**config.mk**
```make
export PLATFORM = sky130hd
export DESIGN_NAME = pc_ctrl_flat
export DESIGN_NICKNAME = d
export VERILOG_FILES = /design/src/rtl/pc_ctrl_pkg.sv /design/src/rtl/pc_ctrl_if.sv /design/src/rtl/pc_ctrl_branch_lut.sv /design/src/rtl/pc_ctrl.sv /design/src/flat_wrapper.sv
export SDC_FILE = /design/constraint.sdc
export NUM_CORES = 1
export LEC_CHECK = 0
export ABC_AREA = 1
export CAP_MARGIN = 20
export CORE_ASPECT_RATIO = 0.9
export CORE_MARGIN = 2
export CORE_UTILIZATION = 56
export CTS_CLUSTER_SIZE = 40
export DETAILED_ROUTE_END_ITERATION = 8
export DONT_BUFFER_PORTS = 1
export PLACE_DENSITY = 0.71
export SLEW_MARGIN = 20
export SYNTH_ARGS = -nofsm -noshare
export SYNTH_HDL_FRONTEND = slang
export SYNTH_HIERARCHICAL = 1
export SYNTH_SLANG_ARGS = --single-unit
```
**constraint.sdc**
```tcl
create_clock -name CLK -period 2.8 [get_ports CLK]
set_clock_uncertainty 0.2 [all_clocks]
set_input_delay 0.56 -clock CLK [delete_from_list [all_inputs] [get_ports CLK]]
set_output_delay 0.56 -clock CLK [all_outputs]
set_load 0.02 [all_outputs]
```
**src/rtl/pc_ctrl_pkg.sv**
```systemverilog
// Shared definitions for the program-control unit: default widths and FSM state encoding.
package pc_ctrl_pkg;

   localparam int unsigned PC_W_DEF   = 10;
   localparam int unsigned LUT_AW_DEF = 4;

   typedef enum logic [1:0] {
      PC_IDLE = 2'd0,
      PC_RUN  = 2'd1,
      PC_DONE = 2'd2
   } pc_state_e;

endpackage : pc_ctrl_pkg

```
**src/rtl/pc_ctrl_if.sv**
```systemverilog
// Bus between the core datapath (master) and the program-control unit (slave).
interface pc_ctrl_if
   import pc_ctrl_pkg::*;
#(
   parameter int unsigned PC_W   = PC_W_DEF,
   parameter int unsigned LUT_AW = LUT_AW_DEF
);

   logic              START;
   logic [PC_W-1:0]   START_ADDR;
   logic              STALL;
   logic              HALT_REQ;
   logic              STATUS_WE;
   logic              ALU_FLAG;
   logic              ALU_OVERFLOW;
   logic              BRANCH_EN;
   logic [LUT_AW-1:0] BR_IDX;
   logic              LUT_WE;
   logic [LUT_AW-1:0] LUT_WADDR;
   logic [PC_W-1:0]   LUT_WDATA;
   logic [PC_W-1:0]   PC;
   logic              FLAG;
   logic              OVERFLOW;
   logic              RUNNING;
   logic              DONE;

   modport master (
      output START, START_ADDR, STALL, HALT_REQ, STATUS_WE, ALU_FLAG, ALU_OVERFLOW,
             BRANCH_EN, BR_IDX, LUT_WE, LUT_WADDR, LUT_WDATA,
      input  PC, FLAG, OVERFLOW, RUNNING, DONE
   );

   modport slave (
      input  START, START_ADDR, STALL, HALT_REQ, STATUS_WE, ALU_FLAG, ALU_OVERFLOW,
             BRANCH_EN, BR_IDX, LUT_WE, LUT_WADDR, LUT_WDATA,
      output PC, FLAG, OVERFLOW, RUNNING, DONE
   );

endinterface : pc_ctrl_if

```
**src/rtl/pc_ctrl_branch_lut.sv**
```systemverilog
// Branch-target register file: one synchronous write port, one combinational read port, async clear.
module pc_ctrl_branch_lut
   import pc_ctrl_pkg::*;
#(
   parameter int unsigned PC_W   = PC_W_DEF,
   parameter int unsigned LUT_AW = LUT_AW_DEF
) (
   input  logic              CLK,
   input  logic              RESET_N,
   input  logic              we,
   input  logic [LUT_AW-1:0] waddr,
   input  logic [PC_W-1:0]   wdata,
   input  logic [LUT_AW-1:0] raddr,
   output logic [PC_W-1:0]   rdata_c
);

   localparam int unsigned DEPTH = 1 << LUT_AW;

   logic [PC_W-1:0] mem_q [DEPTH];

   always_ff @(posedge CLK or negedge RESET_N) begin
      if (!RESET_N) begin
         for (int i = 0; i < int'(DEPTH); i++) mem_q[i] <= '0;
      end else if (we) begin
         mem_q[waddr] <= wdata;
      end
   end

   // Read returns the pre-write entry on a same-cycle write to the same index.
   assign rdata_c = mem_q[raddr];

endmodule : pc_ctrl_branch_lut

```
**src/rtl/pc_ctrl.sv**
```systemverilog
// Program-control unit: start/halt FSM, program counter with LUT-resolved branches,
// and the registered ALU flag/overflow fed back to the ALU.
module pc_ctrl
   import pc_ctrl_pkg::*;
#(
   parameter int unsigned PC_W   = PC_W_DEF,
   parameter int unsigned LUT_AW = LUT_AW_DEF
) (
   input logic       CLK,
   input logic       RESET_N,
   pc_ctrl_if.slave  bus
);

   localparam logic [1:0] S_IDLE = 2'(PC_IDLE);
   localparam logic [1:0] S_RUN  = 2'(PC_RUN);
   localparam logic [1:0] S_DONE = 2'(PC_DONE);

   logic [1:0]      state_q, state_d;
   logic [PC_W-1:0] pc_q, pc_d;
   logic            flag_q, flag_d;
   logic            ovf_q, ovf_d;
   logic            running_q, done_q;
   logic [PC_W-1:0] lut_rdata_c;

   pc_ctrl_branch_lut #(
      .PC_W   (PC_W),
      .LUT_AW (LUT_AW)
   ) u_branch_lut (
      .CLK     (CLK),
      .RESET_N (RESET_N),
      .we      (bus.LUT_WE),
      .waddr   (bus.LUT_WADDR),
      .wdata   (bus.LUT_WDATA),
      .raddr   (bus.BR_IDX),
      .rdata_c (lut_rdata_c)
   );

   // State and run registers; RUNNING/DONE follow the next state so they switch with it.
   always_ff @(posedge CLK or negedge RESET_N) begin
      if (!RESET_N) begin
         state_q   <= S_IDLE;
         pc_q      <= '0;
         flag_q    <= 1'b0;
         ovf_q     <= 1'b0;
         running_q <= 1'b0;
         done_q    <= 1'b0;
      end else begin
         state_q   <= state_d;
         pc_q      <= pc_d;
         flag_q    <= flag_d;
         ovf_q     <= ovf_d;
         running_q <= (state_d == S_RUN);
         done_q    <= (state_d == S_DONE);
      end
   end

   // Next-state: STALL > HALT_REQ > BRANCH_EN > increment; status commit is independent of halt/branch.
   always_comb begin
      state_d = state_q;
      pc_d    = pc_q;
      flag_d  = flag_q;
      ovf_d   = ovf_q;
      case (state_q)
         S_IDLE, S_DONE: begin
            if (bus.START) begin
               state_d = S_RUN;
               pc_d    = bus.START_ADDR;
               flag_d  = 1'b0;
               ovf_d   = 1'b0;
            end
         end
         S_RUN: begin
            if (!bus.STALL) begin
               if (bus.STATUS_WE) begin
                  flag_d = bus.ALU_FLAG;
                  ovf_d  = bus.ALU_OVERFLOW;
               end
               if (bus.HALT_REQ) begin
                  state_d = S_DONE;
               end else if (bus.BRANCH_EN) begin
                  pc_d = lut_rdata_c;
               end else begin
                  pc_d = pc_q + PC_W'(1);
               end
            end
         end
         default: begin
            state_d = S_IDLE;
         end
      endcase
   end

   assign bus.PC       = pc_q;
   assign bus.FLAG     = flag_q;
   assign bus.OVERFLOW = ovf_q;
   assign bus.RUNNING  = running_q;
   assign bus.DONE     = done_q;

endmodule : pc_ctrl

```
**src/flat_wrapper.sv**
```systemverilog
// flat-port wrapper written by rule: the top's interface ports become plain ports
module pc_ctrl_flat import pc_ctrl_pkg::*;
#(
   parameter int unsigned PC_W   = PC_W_DEF,
   parameter int unsigned LUT_AW = LUT_AW_DEF
)
  (CLK, RESET_N, bus_START, bus_START_ADDR, bus_STALL, bus_HALT_REQ, bus_STATUS_WE, bus_ALU_FLAG, bus_ALU_OVERFLOW, bus_BRANCH_EN, bus_BR_IDX, bus_LUT_WE, bus_LUT_WADDR, bus_LUT_WDATA, bus_PC, bus_FLAG, bus_OVERFLOW, bus_RUNNING, bus_DONE);
  pc_ctrl_if #(.PC_W(PC_W), .LUT_AW(LUT_AW)) bus_i ();
  input logic CLK;
  input logic RESET_N;
  input wire logic [$bits(bus_i.START)-1:0] bus_START;
  input wire logic [$bits(bus_i.START_ADDR)-1:0] bus_START_ADDR;
  input wire logic [$bits(bus_i.STALL)-1:0] bus_STALL;
  input wire logic [$bits(bus_i.HALT_REQ)-1:0] bus_HALT_REQ;
  input wire logic [$bits(bus_i.STATUS_WE)-1:0] bus_STATUS_WE;
  input wire logic [$bits(bus_i.ALU_FLAG)-1:0] bus_ALU_FLAG;
  input wire logic [$bits(bus_i.ALU_OVERFLOW)-1:0] bus_ALU_OVERFLOW;
  input wire logic [$bits(bus_i.BRANCH_EN)-1:0] bus_BRANCH_EN;
  input wire logic [$bits(bus_i.BR_IDX)-1:0] bus_BR_IDX;
  input wire logic [$bits(bus_i.LUT_WE)-1:0] bus_LUT_WE;
  input wire logic [$bits(bus_i.LUT_WADDR)-1:0] bus_LUT_WADDR;
  input wire logic [$bits(bus_i.LUT_WDATA)-1:0] bus_LUT_WDATA;
  output wire logic [$bits(bus_i.PC)-1:0] bus_PC;
  output wire logic [$bits(bus_i.FLAG)-1:0] bus_FLAG;
  output wire logic [$bits(bus_i.OVERFLOW)-1:0] bus_OVERFLOW;
  output wire logic [$bits(bus_i.RUNNING)-1:0] bus_RUNNING;
  output wire logic [$bits(bus_i.DONE)-1:0] bus_DONE;
  assign bus_i.START = bus_START;
  assign bus_i.START_ADDR = bus_START_ADDR;
  assign bus_i.STALL = bus_STALL;
  assign bus_i.HALT_REQ = bus_HALT_REQ;
  assign bus_i.STATUS_WE = bus_STATUS_WE;
  assign bus_i.ALU_FLAG = bus_ALU_FLAG;
  assign bus_i.ALU_OVERFLOW = bus_ALU_OVERFLOW;
  assign bus_i.BRANCH_EN = bus_BRANCH_EN;
  assign bus_i.BR_IDX = bus_BR_IDX;
  assign bus_i.LUT_WE = bus_LUT_WE;
  assign bus_i.LUT_WADDR = bus_LUT_WADDR;
  assign bus_i.LUT_WDATA = bus_LUT_WDATA;
  assign bus_PC = bus_i.PC;
  assign bus_FLAG = bus_i.FLAG;
  assign bus_OVERFLOW = bus_i.OVERFLOW;
  assign bus_RUNNING = bus_i.RUNNING;
  assign bus_DONE = bus_i.DONE;
  pc_ctrl #(.PC_W(PC_W), .LUT_AW(LUT_AW)) u_core (.CLK(CLK), .RESET_N(RESET_N), .bus(bus_i));
endmodule
```
# Word-level counts from Yosys, hierarchy flattened
# Cells that the tools add are included.
[word_totals]
inputBits = 38
latch_bits = 0
ff_bits = 176
mem_bits_rw = 0
word_cells = 64
memories = 0
romBits = 0
output_inout_bits = 14
[op_classes]
div = 0
reduce_logical = 6
multipliers = 0
eq_ne = 8
order_cmp = 3
bitwise = 2
muxes = 22
n_addsub = 1
shift = 0
[op_table]
columns = ["operator", "n"]
rows = [
  ["bitwise mux 160 bit", 1],
  ["2-to-1 mux 10 bit", 7],
  ["binary-select mux 10 bit (select 4 bit)", 1],
  ["demux 10 bit (select 4 bit)", 1],
  ["case mux 10 bit (2 select lines)", 1],
  ["adder 10 x 1 -> 10 bit (second input constant)", 1],
  [">= comparator 5 bit (second input constant)", 2],
  ["inverter 4 -> 5 bit", 2],
  ["inequality test 2 bit (second input constant)", 4],
  ["AND reduction 4 bit", 2],
  ["2-to-1 mux 2 bit", 3],
  ["less-than comparator 5 x 1 -> 1 bit (second input constant)", 1],
  ["2-to-1 mux 1 bit", 5],
  ["equality test 2 x 1 -> 1 bit (second input constant)", 2],
  ["equality test 2 bit (second input constant)", 2],
  ["case mux 1 bit (2 select lines)", 2],
  ["case mux 2 bit (2 select lines)", 1],
  ["zero test 2 bit", 1],
  ["nonzero test 2 bit", 1],
  ["OR reduction 2 bit", 1],
  ["logical AND 1 bit", 1],
]

# Longest topological paths before layout
# Gate-level depths: netlist of run 1.
[depth]
ltp_word = 8
ltp_mapped = 12
depth_no_buf = 11

# Hierarchy
# Netlist of run 1, hierarchy kept.
[by_module_without_submodules]
columns = ["module", "instances", "area_each_um2", "cells_each", "seq_area_each_um2"]
rows = [
  ["pc_ctrl_branch_lut", 1, 7870.0, 1062, 4003.8],
  ["pc_ctrl", 1, 1102.3, 171, 400.4],
]

# Worst setup path after synthesis of run 1
# Ideal clock, no wire load.
[synth_timing]
path_type = "input -> register"
start = "input port bus_BR_IDX[0]"
end = "register u_core.pc_q[2], in the netlist u_core/bus.PC[2]"
setup_slack_ns = 0.940
required_time_ns = 2.479
stages = 10
setup_ns = 0.121
t_arrival_ns = 1.539
n_path_buf = 1
cell_sequence = "buf_4 or2_2 nand3_1 nand3_1 nand3_1 nand2_1 a21oi_1 o21ai_0 o21ai_0 o21ai_1"
[synth_via]
elab_chain_len = 8
[synth_rtl]
columns = ["element", "line_no", "source"]
rows = [
  ["from (decl)", "flat_wrapper.sv:19", "input wire logic [$bits(bus_i.BR_IDX)-1:0] bus_BR_IDX;"],
  ["inverter 4 -> 5 bit (implied by the code)", "pc_ctrl_branch_lut.sv:30", "assign rdata_c = mem_q[raddr];"],
  ["binary-select mux 10 bit (select 4 bit)", "pc_ctrl_branch_lut.sv:30", ""],
  ["2-to-1 mux 10 bit (implied by the code) (2 in series)", "pc_ctrl_branch_lut.sv:30", ""],
  ["via u_core.lut_rdata_c[2]", "pc_ctrl.sv:23", "logic [PC_W-1:0] lut_rdata_c;"],
  ["2-to-1 mux 10 bit", "pc_ctrl.sv:80", "end else if (bus.BRANCH_EN) begin"],
  ["2-to-1 mux 10 bit", "pc_ctrl.sv:78", "if (bus.HALT_REQ) begin"],
  ["2-to-1 mux 10 bit", "pc_ctrl.sv:73", "if (!bus.STALL) begin"],
  ["case mux 10 bit (2 select lines)", "pc_ctrl.sv:63", "case (state_q)"],
  ["to (signal assigned)", "pc_ctrl.sv:49", "pc_q <= pc_d;"],
  ["to (decl)", "pc_ctrl.sv:19", "logic [PC_W-1:0] pc_q, pc_d;"],
]
# The timed path passes the listed nets, and every way through them passes these cells. The select of a mux whose other input is x is not followed.
# A chain may end at the register's enable or synchronous reset.

# Final worst setup path of run 1
[layout_timing]
start = "register u_core.pc_q[1], in the netlist u_core/bus.PC[1]"
end = "register u_core.pc_q[4], in the netlist u_core/bus.PC[4]"
[layout_via]
elab_chain_len = 5
[layout_rtl]
columns = ["element", "line_no", "source"]
rows = [
  ["adder 10 x 1 -> 10 bit", "pc_ctrl.sv:83", "pc_d = pc_q + PC_W'(1);"],
  ["2-to-1 mux 10 bit", "pc_ctrl.sv:80", ""],
  ["2-to-1 mux 10 bit", "pc_ctrl.sv:78", ""],
  ["2-to-1 mux 10 bit", "pc_ctrl.sv:73", ""],
  ["case mux 10 bit (2 select lines)", "pc_ctrl.sv:63", ""],
]
# Every way passes these cells. The select of a mux whose other input is x is not followed.

==> results of run 1 <==
==> per-stage QoR <==
stage	util	setup WS (ns)	total power [mW]	hold slack, ns
after floorplan	-	0.940	4.90	0.0644
after global placement	0.578	0.684	5.19	0.0683
after detailed placement	0.578	0.684	5.25	0.0678
after CTS	0.619	1.00	7.83	-0.389
after global routing	0.619	0.858	8.28	-0.396
final	0.619	0.994	7.80	-0.378
==> placed cells by master, fill, tap and decap left out <==
master      count
a21oi_1         3
nand4_1         3
a21boi_0        3
o21ai_2         1
nor2_2          2
a21boi_1        2
clkbuf_8        4
clkinv_4        1
clkbuf_1        2
xor2_1          2
clkinv_2        2
ha_1            1
bufinv_16       4
o21ai_0       175
clkbuf_16      17
clkinvlp_4      2
dfrtp_1       176
clkinv_1        1
nand2_4         1
inv_1         186
nand2_2         2
nand2_1       390
nor2_1         47
nand3_1       152
buf_12          1
o21ai_1         2
or2_2           2
a21oi_2         1
inv_2           3
buf_4          19
==> power by group <==
part	internal [mW]	switching, mW	total, mW	leakage, nW
registers	3.16	0.440	3.60	2.16
logic	0.590	1.05	1.64	2.46
clock network	1.59	0.977	2.57	0.309
total	5.34	2.47	7.80	4.93
==> registers in the layout (all words and copies together) (netlist names) <==
signal,flops
u_core/bus.DONE,1
u_core/bus.FLAG,1
u_core/u_branch_lut/mem_q,160
u_core/bus.PC,10
u_core/bus.OVERFLOW,1
u_core/bus.RUNNING,1
u_core/state_q,2
==> cells by family after synthesis <==
family | synth area share
flops | 0.491
xor+xnor | 0.00195
compound gates | 0.107
simple gates | 0.275
fa+ha+maj | 0.00139
buf+inv | 0.124
==> per-layer routing <==
metal	GRT usage	up-vias	routed length [um]
met5	0	-	0
met4	0.0954	0	526
met3	0.0541	37	1610
met2	0.476	308	10900
met1	0.408	3577	10500
li1	-	3730	-
==> critical path: cells and delay by family, from the launching register on <==
kind / cells / cell delay, ns
buffers and inverters: 1 / 0.15
flip-flops: 1 / 0.55
adder cells (fa/ha/maj): 1 / 0.24
AO/OA/AOI/OAI: 1 / 0.14
XOR/XNOR: 1 / 0.16
AND/OR/NAND/NOR: 4 / 0.29
==> how the worst max path moves through the flow <==
stage | cells past startpoint | end | start | slack, ns
after detailed placement | 11 | u_core/bus.PC[9] | bus_BR_IDX[0] | 0.68
after floorplan | 10 | u_core/bus.PC[2] | bus_BR_IDX[0] | 0.94
after global routing | 8 | u_core/bus.PC[4] | u_core/bus.PC[1] | 0.86
after global placement | 11 | u_core/bus.PC[9] | bus_BR_IDX[0] | 0.68
final | 8 | u_core/bus.PC[4] | u_core/bus.PC[1] | 0.99
after CTS | 8 | u_core/bus.PC[4] | u_core/bus.PC[1] | 1.00
==> synth_stat cells (3+ instances only) <==
cell type / n
buf_2: 32
o21ai_0: 175
buf_4: 16
clkbuf_1: 28
nor2_1: 47
nand4_1: 3
dfrtp_1: 176
inv_1: 186
inv_2: 3
nand3_1: 152
nand2_1: 390
a21boi_0: 3
a21oi_1: 3
==> cell type report <==
| class | count | area (sq um) |
|---|---|---|
| clock inverters | 9 | 154 |
| fillers | 1419 | 5920 |
| multi-input cells | 789 | 3450 |
| repair buffers | 20 | 163 |
| inverters | 190 | 713 |
| well taps | 202 | 253 |
| flip-flops and latches | 176 | 4400 |
| clock buffers | 23 | 488 |
==> summary.md, run 1 <==
| Metric | Value |
|---|---|
| Status | `finished with violations` |
| Failing checks | `hold timing` |
| Starting Density | `0.577` |
| Syn Inst Count | `1233` |
| Total core area | `15500 sq um` |
| GRT overflow | `0` |
| Yosys reg bits | `176` |
| First-pass GRT wire length | `around 38 mm` |
| Max Buffers Root-to-Sink | `2` |
| CTS tree | `built` |
| Die Y | `between 100 and 150 um` |
| Synth async-reset ratio | `1.00` |
| Final WL | `23.5 mm` |
| DR WL/cell | `16.7 um` |
| RR Startpoint | `u_core/bus.PC[1]` |
| Setup repair after global routing missed its margin | `false` |
| Final-stage net count | `1233` |
| DR DRC count | `0` |
| Root Driver | `clkbuf_16` |
| Finished Layout Cells | `1409` |
| Max stage delay on crit path | `0.55 ns` |
| First DRT Iteration DRCs | `792` |
| Placed cell areas | `8990 sq um` |
| Final worst path period need | `1.81 ns` |
| All-Layer GR Usage | `0.296` |
| DR vias/cell | `5.43` |
| CTS clk-pin slew, worst paths | `0.07 ns` |
| CTS resizes | `0` |
| Critical path's slowest cell | `dfrtp_1` |
| Post-synthesis cell area | `8970 sq um` |
| Post-Syn Nets | `~1.3k` |
| Share of the synthesized area in the top cell type | `0.491` |
| Largest net degree at the start of global routing | `177` |
| CP Capture Type | `register` |
| Critical path class | `register to register` |
| 1st-pass router iterations | `6` |
| Die ar. | `17100 sq um` |
| DRT antenna net count | `0` |
| Setup TNS | `0 ns` |
| Register-to-register setup slack | `0.99 ns` |
| Area growth syn-to-layout | `7.32%` |
| Max Slew Vio Count | `0` |
| EDFF count, synth | `0` |
| Achievable Freq | `554 MHz` |
| Port Buffers | `0` |
| Reg-to-Reg End | `u_core/bus.PC[4]` |
| R2R cell count | `8` |
| N_diodes | `0` |
| Syn Area/Cell | `7.28 sq um` |
| Max-slew headroom | `0.430` |
| Post-route cell area | `between 9000 and 10000 sq um` |
| Initial antenna violation count | `0` |
| Hold_ws | `-0.378 ns` |
| Number of global-route vias before repair | `7239` |
| CP arrival | `1.95 ns` |
| Yosys cell types | `26` |
| H-tree depth | `4` |
| # IOs | `52` |
| Routability cong. | `0.869` |
| YS warnings | `6` |
| CP Data Required Time | `2.94 ns` |
| Final Setup Violations | `0` |
| Dominant cells by area after synthesis | `dfrtp_1 49%, nand2_1 16%, o21ai_0 9.8%, nand3_1 8.5%, inv_1 7.8%` |
| Placed cells | `1377` |
| Most used DFF post-synth | `dfrtp_1` |
| Pwr Density | `810 nW/um^2` |
| Total CTS buffers | `17` |
| Share of cells above drive strength 1 | `0.0514` |
| Setup Buffers After CTS | `0` |
| Max_cap viols | `0` |
| DR vias | `7652` |
| Cell mode on critical path | `nand2_1` |
| Worst Tran Pin Value | `between 0.8 and 0.9 ns` |
| Leakage power | `4.93 nW` |
| Die X | `137 um` |
| Final Hold Fails | `176` |
| Maximum vdd drop | `~0.7 mV` |
| # rows | `43` |
| Clk sinks | `176` |
| Min-Delay Path Class | `primary input to asynchronous set/reset pin` |
| Crit path cell chain | `ha_1 -> nand2_1 -> inv_1 -> nand2_1 -> xor2_1 -> nand2_1 -> nand2_1 -> a21boi_0` |
| Startpoint Class | `register` |
| Seq/Total Area, Yosys | `0.491` |
| Critical path peak fanout | `5` |
| Clk_lat worst skew | `0.43 ns` |
| Final critical-path share of the clock period | `0.645` |
| Top cell type by total area after synthesis | `dfrtp_1` |
| HPWL Detailed | `14.8 mm` |
Note: power is estimated with default switching activity, not from simulation.
==> run 2: changes to the inputs <==
--- a/config.mk
+++ b/config.mk
@@ -13,7 +13,7 @@
 export CTS_CLUSTER_SIZE = 40
 export DETAILED_ROUTE_END_ITERATION = 8
 export DONT_BUFFER_PORTS = 1
-export PLACE_DENSITY = 0.71
+export PLACE_DENSITY = 0.74
 export SLEW_MARGIN = 20
 export SYNTH_ARGS = -nofsm -noshare
 export SYNTH_HDL_FRONTEND = slang
==> constraint.sdc (replaced) <==
create_clock -name CLK -period 1.65 [get_ports CLK]
set_clock_uncertainty 0.2 [all_clocks]
set_input_delay 0.33 -clock CLK [delete_from_list [all_inputs] [get_ports CLK]]
set_output_delay 0.33 -clock CLK [all_outputs]
set_load 0.02 [all_outputs]
==> summary.md, run 2 (same netlist as run 1, synthesis figures left out) <==
| Metric | Value |
|---|---|
| Cell mode on critical path | `buf_6` |
| Final critical-path share of the clock period | `0.979` |
| Port Buffers | `0` |
| Post-Place Setup Slack | `-0.157 ns` |
| All-Layer GR Usage | `0.298` |
| Flop pwr share | `0.427` |
| Final-stage net count | `1282` |
| Pwr Density | `1350 nW/um^2` |
| Largest net degree at the start of global routing | `177` |
| Gate power share | `0.256` |
| Final Setup Violations | `0` |
| Routability cong. | `0.952` |
| Total area of sequential cells | `4400 sq um` |
| Most frequent cells in the layout | `389 x nand2_1, 184 x inv_1, 176 x dfrtp_1` |
| Total CTS buffers | `17` |
| Hold_buf cts | `26` |
| Finished Layout Cells | `1455` |
| Final worst path period need | `1.62 ns` |
| Total Power | `13.8 mW` |
| Most flops, register | `u_core/u_branch_lut/mem_q` |
| CTS tree | `built` |
| DR WL/cell | `16.7 um` |
| Most common cell after layout, fill and taps aside | `nand2_1` |
| Final Hold Fails | `roughly 180` |
| Status | `finished with violations` |
| Max Slew Vio Count | `0` |
| Crit path cell chain | `buf_6 -> buf_6` |
| Setup TNS | `0 ns` |
| Clock share of power | `0.317` |
| Leakage power | `5.19 nW` |
| # IOs | `52` |
| Setup repair after global routing missed its margin | `false` |
| Multi-input logic area | `3520 sq um` |
| Final WS setup | `0.0345 ns` |
| Total core area | `15500 sq um` |
| HPWL Detailed | `15.4 mm` |
| Max_cap viols | `0` |
| Die X | `137 um` |
| Root Driver | `clkbuf_16` |
| Crit path buf inv count | `2` |
| Sw Pwr | `4.39 mW` |
| Critical path's slowest cell | `dfrtp_1` |
| Die ar. | `17100 sq um` |
| Startpoint Class | `register` |
| Clk_lat worst skew | `0.43 ns` |
| Area growth syn-to-layout | `14.5%` |
| Hold_ws | `-0.610 ns` |
| Critical path peak fanout | `4` |
| Initial antenna violation count | `0` |
| Internal power | `9.44 mW` |
| Fin util | `0.660` |
| Max reg flops | `160` |
| CTS clk-pin slew, worst paths | `0.07 ns` |
| Fillers | `1317` |
| DR vias/cell | `5.51` |
| Placed cells | `approximately 1.4k` |
| Maximum vdd drop | `~1 mV` |
| CP Data Required Time | `1.12 ns` |
| Critical path class | `register to output pin` |
| Max-slew headroom | `0.690` |
| Placed cell areas | `9280 sq um` |
| First-pass GRT wire length | `between 30 and 40 mm` |
| DRT antenna net count | `0` |
| # rows | `43` |
| Worst Tran Pin Value | `around 0.46 ns` |
| GRT overflow | `0` |
| Share of cells above drive strength 1 | `0.0750` |
| Number of global-route vias before repair | `7504` |
| CP Capture Type | `output pin` |
| Starting Density | `0.577` |
| Min-Delay Path Class | `primary input to asynchronous set/reset pin` |
| Failing checks | `hold timing` |
| Final WL | `approximately 24 mm` |
| Sw Share | `0.318` |
| Max stage delay on crit path | `roughly 0.40 ns` |
| DR DRC count | `0` |
| First DRT Iteration DRCs | `about 860` |
| Clk sinks | `176` |
| Post-route cell area | `about 10000 sq um` |
| CP arrival | `roughly 1.1 ns` |
| Achievable Freq | `619 MHz` |
| 1st-pass router iterations | `5` |
| N_diodes | `0` |
| Max Buffers Root-to-Sink | `2` |
| Crit path max-delay family | `flip-flops` |
| H-tree depth | `4` |
| Die Y | `about 120 um` |
| DR vias | `between 8k and 9k` |
-- run 2: changes by cell type in the layout (fill, tap and decap cells not counted), sizes merged --
cell,delta
dlygate4sd3,+26
buf,+22
clkbuf,-3
bufinv,+1
clkinv,-1
clkinvlp,-1
inv,+1
nand2,+1
-- run 2: layout make-up --
class                      instances  area share
inverter                         190      0.0698
clock buffer                      20      0.0445
sequential                       176       0.429
multi-input combinational        790       0.342
tap                              202      0.0246
clock inverter                     9      0.0177
timing repair buffer              68      0.0721
-- run 2: what timing repair did --
action | in CTS | in global routing
pin swaps | 0 | 7
setup endpoints to repair | 3 | 11
buffers inserted | 0 | 1
resized for setup | 4 | 19
cloned | 0 | 1
hold endpoints to repair | 271 | 176
-- run 2: layer usage --
layer | global-route usage | share of wire | up-vias
met1 | 0.401 | 0.42 | 3766
met2 | 0.475 | 0.46 | 368
met5 | 0 | 0 | -
met4 | 0.118 | 0.029 | 0
li1 | - | - | 3828
met3 | 0.0602 | 0.084 | 61
-- run 2: final timing paths --
path,startpoint,end,slack [ns],cells past startpoint
worst max-delay path,u_core/bus.PC[1],bus_PC[1],0.03,2
worst min-delay path,RESET_N,u_core/u_branch_lut/mem_q[96],-0.61,0
worst max register to register,u_core/bus.PC[0],u_core/bus.PC[4],0.06,8
worst min register to register,u_core/u_branch_lut/mem_q[110],u_core/u_branch_lut/mem_q[110],0.28,2
max in group asynchronous,RESET_N,u_core/u_branch_lut/mem_q[9],1.56,0
min in group CLK,bus_LUT_WDATA[0],u_core/u_branch_lut/mem_q[130],0.01,2
-- run 2: power groups by stage --
stage          Clock, mW  Combinational (mW)  Sequential, mW
5_1_grt             4.62                3.97            6.04
3_3_place_gp           0                3.14            5.94
3_5_place_dp           0                3.22            5.97
6_report            4.38                3.53            5.91
4_1_cts             4.43                3.37            5.90
2_1_floorplan          0                2.29            6.02
